`config.mk`:
```
export PLATFORM = sky130hd
export DESIGN_NAME = debounce_filter_bank
export DESIGN_NICKNAME = d
export VERILOG_FILES = /design/src/rtl/debounce_filter_bank.sv
export SDC_FILE = /design/constraint.sdc
export NUM_CORES = 1
export LEC_CHECK = 0
export CORE_AREA = 8 8 56 58
export CTS_CLUSTER_DIAMETER = 30
export CTS_CLUSTER_SIZE = 14
export DETAILED_ROUTE_END_ITERATION = 6
export DIE_AREA = 0 0 64 66
export PLACE_DENSITY = 0.72
export SLEW_MARGIN = 15
export SYNTH_ARGS = -nofsm -noshare
export SYNTH_HDL_FRONTEND = slang
export SYNTH_SLANG_ARGS = --single-unit
```
`constraint.sdc`:
```
create_clock -name clock -period 1.9 [get_ports clock]
set_input_delay 0.19 -clock clock [delete_from_list [all_inputs] [get_ports clock]]
set_output_delay 0.19 -clock clock [all_outputs]
set_load 0.05 [all_outputs]
```
`src/rtl/debounce_filter_bank.sv`:
```
// debounce_filter_bank: per-channel synchroniser, shared prescaler, hysteresis or majority filter with edge pulses
module debounce_filter_bank #(
    parameter int CHANNELS = 4,
    parameter int N        = 3,
    parameter int MODE     = 0,
    parameter int SYNC     = 2,
    parameter int DIV      = 1,
    parameter bit INIT     = 1'b0
) (
    input  logic                clock,
    input  logic                reset,
    input  logic                enable,
    input  logic [CHANNELS-1:0] sig_in,
    output logic [CHANNELS-1:0] sig_out,
    output logic [CHANNELS-1:0] rise,
    output logic [CHANNELS-1:0] fall
);
    localparam int CW = $clog2(N);
    localparam int PW = DIV > 1 ? $clog2(DIV) : 1;
    localparam logic [CHANNELS-1:0] INIT_V = {CHANNELS{INIT}};

    logic [CHANNELS-1:0] sync_q [SYNC];
    logic [CHANNELS-1:0] s, sig_out_q, sig_out_d, rise_q, fall_q;
    logic [PW-1:0] pre_q, pre_d;
    logic tick;

    assign s       = sync_q[SYNC-1];
    assign tick    = enable && pre_q == PW'(DIV - 1);
    assign pre_d   = !enable ? pre_q : tick ? '0 : pre_q + 1'b1;
    assign sig_out = sig_out_q;
    assign rise    = rise_q;
    assign fall    = fall_q;

    always_ff @(posedge clock) begin
        if (reset) begin
            for (int k = 0; k < SYNC; k++) sync_q[k] <= INIT_V;
            pre_q     <= '0;
            sig_out_q <= INIT_V;
            rise_q    <= '0;
            fall_q    <= '0;
        end else begin
            sync_q[0] <= sig_in;
            for (int k = 1; k < SYNC; k++) sync_q[k] <= sync_q[k-1];
            pre_q     <= pre_d;
            sig_out_q <= sig_out_d;
            rise_q    <= sig_out_d & ~sig_out_q;
            fall_q    <= ~sig_out_d & sig_out_q;
        end
    end

    for (genvar c = 0; c < CHANNELS; c++) begin : g_ch
        logic out_d;
        assign sig_out_d[c] = out_d;
        if (MODE == 0) begin : g_hys
            logic [CW-1:0] cnt_q, cnt_d;
            // A disagreement run must reach N consecutive ticks before the output follows
            always_comb begin
                cnt_d = cnt_q;
                out_d = sig_out_q[c];
                if (tick) begin
                    if (s[c] == sig_out_q[c]) cnt_d = '0;
                    else if (cnt_q == CW'(N - 1)) begin
                        cnt_d = '0;
                        out_d = s[c];
                    end else cnt_d = cnt_q + 1'b1;
                end
            end
            always_ff @(posedge clock) begin
                if (reset) cnt_q <= '0;
                else cnt_q <= cnt_d;
            end
        end else begin : g_maj
            logic [N-1:0] win_q, win_d;
            always_comb begin
                win_d = tick ? {win_q[N-2:0], s[c]} : win_q;
                out_d = tick ? ($countones(win_d) > N / 2) : sig_out_q[c];
            end
            always_ff @(posedge clock) begin
                if (reset) win_q <= {N{INIT}};
                else win_q <= win_d;
            end
        end
    end
endmodule

```
Word level (Yosys, flattened, before mapping). Memories as Yosys holds them, arrays and structs flattened. Index checks and enable logic that the tools add are counted.

Flip-flop bits (word level): 21. RAM bits: 8. Input bits: 7. Output and inout port bits: 12. Logic and storage cells: 56. Memories kept: 1.

$add $sub $neg: 5. Equal/unequal tests: 8. Mux-type cells: 26. Bitwise gates (word level): 7. Reduce and logical (&&, ||, !) cells: 1.

Memories: sync_q (depth 2, bits a word 4, read ports 2, clocked after Yosys merged registers in 0, wr ports 2, line 22) `logic [CHANNELS-1:0] sync_q [SYNC];`.

Operators with widths (count): 1-bit 2-to-1 mux (16); 2-bit 2-to-1 mux (8); 2-bit by 1-bit adder with 2-bit output (second input constant) (4); 4-bit bitwise AND (2); 2-bit equality test (second input constant) (4); 4-bit 2-to-1 mux (2); 4-bit inverter (2); 1-bit equality test (4); 1-bit OR (2); 1-bit adder (second input constant) (1); 1-bit logical AND (1); 1-bit inverter (1).

Logic depth before layout (Yosys ltp).
Depth in word-level cells: 6. Mapped depth: 4. Depth with buffers taken out: 3.

Worst setup path before layout. OpenSTA, ideal clock, no wires.

Path kind: reg2reg. From: register sig_out_q[1] (netlist: sig_out[1]). To: register g_ch[1].g_hys.cnt_q[0]. Setup time: 68 ps. Arrival time: 1446 ps. Required time: 1832 ps. Slack: 386 ps. Stages on the path, launching flop included: 4. Buffers on the path: 0. Period minus slack after synthesis: 1514 ps. Cell sequence: dfxtp_1 > xor2_1 > or4b_4 > a21oi_2.

Longest elaborated chain between the ends: 2.

RTL lines: from (decl) (line 23) `logic [CHANNELS-1:0] s, sig_out_q, sig_out_d, rise_q, fall_q;`; from (signal assigned) (line 45) `sig_out_q <= sig_out_d;`; 1-bit equality test (line 61) `if (s[c] == sig_out_q[c]) cnt_d = '0;`; 2-bit 2-to-1 mux (line 61); to (signal assigned) (line 70) `else cnt_q <= cnt_d;`; to (decl) (line 55) `logic [CW-1:0] cnt_q, cnt_d;`.

Every way passes these cells. A chain may end at the register's enable or synchronous reset.

Worst setup path in the final report.
From: register sig_out_q[0] (netlist: sig_out[0]). To: output sig_out[0].

RTL lines: to (decl) (line 14) `output logic [CHANNELS-1:0] sig_out,`.

No word-level cell between the ends.

==> impl_metrics.env <==
export IMPL_drc_errors=0
export IMPL_fin_nets=122
export IMPL_slew_headroom_pct=66.4
export IMPL_place_congestion=0.691
export IMPL_top_usage_layer="met2"
export IMPL_cts_made_buffers=5
export IMPL_yosys_warnings=0
export IMPL_antenna_found_initial=0
export IMPL_clk_latency_ps=310
export IMPL_globalRouteMet3Util_pct=3.22
export IMPL_finalHoldViolCount=0
export IMPL_synth_fp_nets=99
export IMPL_routed_wl_um=1770
export IMPL_viasPerCell=5.06
export IMPL_tns_ps=0
export IMPL_cp_buffers_inverters=1
export IMPL_crit_chain="clkdlybuf4s50_1"
export IMPL_period_share_pct=91.9
export IMPL_die_area_sq_mm=0.00422
export IMPL_hp_class="input pin to register"
export IMPL_start_util_pct=45.5
export IMPL_ctsHoldBuffers=0
export IMPL_nFillCells=209
export IMPL_clkSlewWorstSetupHoldPaths_ps=80
export IMPL_critical_path_class="register to output pin"
export IMPL_worst_setup_path_end_kind="output pin"
export IMPL_met2_usage_pct=15.4
export IMPL_seqCellArea_sq_um=581
export IMPL_drtIter0Drc=16
export IMPL_fin_area_sq_mm=0.00132
export IMPL_wl_per_cell_um=12.2
export IMPL_die_y_um=66
export IMPL_vias=734
export IMPL_dp_hpwl_um=1190
export IMPL_ctsResizeCount=0
export IMPL_worst_pin_slew_ps=503
export IMPL_slew_viol_final=0
export IMPL_cp_depth=1
export IMPL_leakagePower_nw=0.460
export IMPL_max_clock_freq_ghz=0.573
export IMPL_final_setup_viol_count=0
export IMPL_grt_max_degree=30
export IMPL_multiInputGateArea_sq_um=452
export IMPL_synth_seq_cells=29
export IMPL_holdPathStages=2
export IMPL_fp_dieW_um=64
export IMPL_first_pass_iters=4
export IMPL_core_sq_mm=0.00232
export IMPL_ant_nets=0
export IMPL_cp_required_ps=1710
export IMPL_syn_to_final_growth_pct=25.1
export IMPL_rsz0062_at_grt="false"
export IMPL_cts_tree="done"
export IMPL_dpl_cell_area_sq_mm=0.00126
export IMPL_grt_first_pass_wirelength_um=3070
export IMPL_cp_top_family="buffers and inverters"
export IMPL_path_max_fanout=5
export IMPL_rows=18
export IMPL_ctsLongestPathBuffers=2
export IMPL_ys_types=19
export IMPL_worst_ep_arrival_time_ps=1560
export IMPL_post_cts_buffers=0
export IMPL_outcome="completed"
export IMPL_finalCoreUtilization_pct=56.9
export IMPL_grt_use_met1_pct=9.43
export IMPL_num_io_pins=19
export IMPL_period_minus_slack_ps=1750
export IMPL_ys_seq_area_share_pct=55.0
export IMPL_drive_gt1_share_pct=13.9
export IMPL_synth_area_per_cell_sq_um=11.5
export IMPL_crit_path_max_incr_delay_ps=830
export IMPL_final_cell_mix="dfxtp_1, clkdlybuf4s50_1, nand2_1, nor2b_1, nor4bb_1"
export IMPL_startpoint_type="register"
export IMPL_cts_sinks=29
export IMPL_final_common_cell="dfxtp_1"
export IMPL_max_vdd_ir_drop_v=0.000585
export IMPL_grt_total_usage_pct=9.11
export IMPL_postSynthCellCount=92
export IMPL_p_per_area_mw_per_mm2=783
export IMPL_cts_root_buf="clkbuf_4"
export IMPL_slowest_stage="clkdlybuf4s50_1"
export IMPL_drv_cap=0
export IMPL_first_global_vias=733
export IMPL_skew_ps=3.70
export IMPL_reg2reg_depth=3
export IMPL_grt_overflow_total=0
export IMPL_htree_levels=2
export IMPL_antennaDiodeCount=0
export IMPL_syn_cell_area_sq_mm=0.00105
export IMPL_port_buffers=18
[final cells by class]
type | count | share of cell area [%]
Multi-Input combinational cell | 59 | 34.2
Clock buffer | 7 | 4.17
Timing Repair Buffer | 20 | 14.8
Tap cell | 30 | 2.84
Sequential cell | 29 | 44.0
[cells in the mapped netlist]
library cell,number,area (sq um)
clkbuf_1,2,7.51
nor2_1,4,15.0
nand4b_1,4,35.0
nor2b_1,8,50.1
nor3b_1,1,7.51
nor4bb_1,8,80.1
buf_6,1,11.3
buf_1,1,3.75
a21oi_1,6,30.0
mux2i_1,4,40.0
and4bb_2,4,50.1
and2b_1,1,7.51
nand2_1,8,30.0
dfxtp_1,29,581
or4b_1,2,20.0
a21oi_2,2,17.5
or4b_4,2,27.5
nand2b_1,1,6.26
xor2_1,4,35.0
[cell families (layout without fill, tap and decap cells)]
logic type | count (synthesis) | after routing | share of synthesized area (%)
AOI/OAI and AO/OA | 8 | 8 | 4.51
xor gates and xnor gates | 4 | 4 | 3.32
buffers and inverters | 4 | 27 | 2.14
DFF | 29 | 29 | 55.0
muxes | 4 | 4 | 3.80
and+or+nand+nor | 43 | 43 | 31.2
[final timing paths]
kind           startpoint                endpoint  slack [ps]
max reg2reg         pre_q  g_ch[1].g_hys.cnt_q[0]         470
min             sig_in[2]            sync_q[0][2]         420
min reg2reg  sync_q[0][1]            sync_q[0][5]         440
max            sig_out[0]              sig_out[0]         150
[report_power, final]
group          total (mW)  switching (mW)  internal (mW)
Combinational      0.0468          0.0221         0.0247
Sequential          0.624         0.00653          0.617
Clock               0.363           0.188          0.174
[flip-flops by register name (all words and copies together), names as in the netlist]
name              cells
g_ch.g_hys.cnt_q      8
sync_q                8
rise                  4
fall                  4
pre_q                 1
sig_out               4
[through the flow]
| stage | setup WS, ps | cells | hold slack (ps) | total power [mW] |
|---|---|---|---|---|
| after global placement | 297 | 138 | 419 | 0.683 |
| final | 154 | 145 | 423 | 1.03 |
| after global routing | 84.1 | 145 | 430 | 1.08 |
| after floorplan | 386 | 92 | 266 | 0.665 |
| after CTS | 149 | 145 | 412 | 1.04 |
| after detailed placement | 257 | 138 | 426 | 0.685 |
[layer usage]
metal	up-vias	wire, um
met5	-	0
met4	0	45
met3	7	84
met2	17	841
met1	339	798
li1	371	-
No activity file was read; power rests on OpenSTA's default activity.
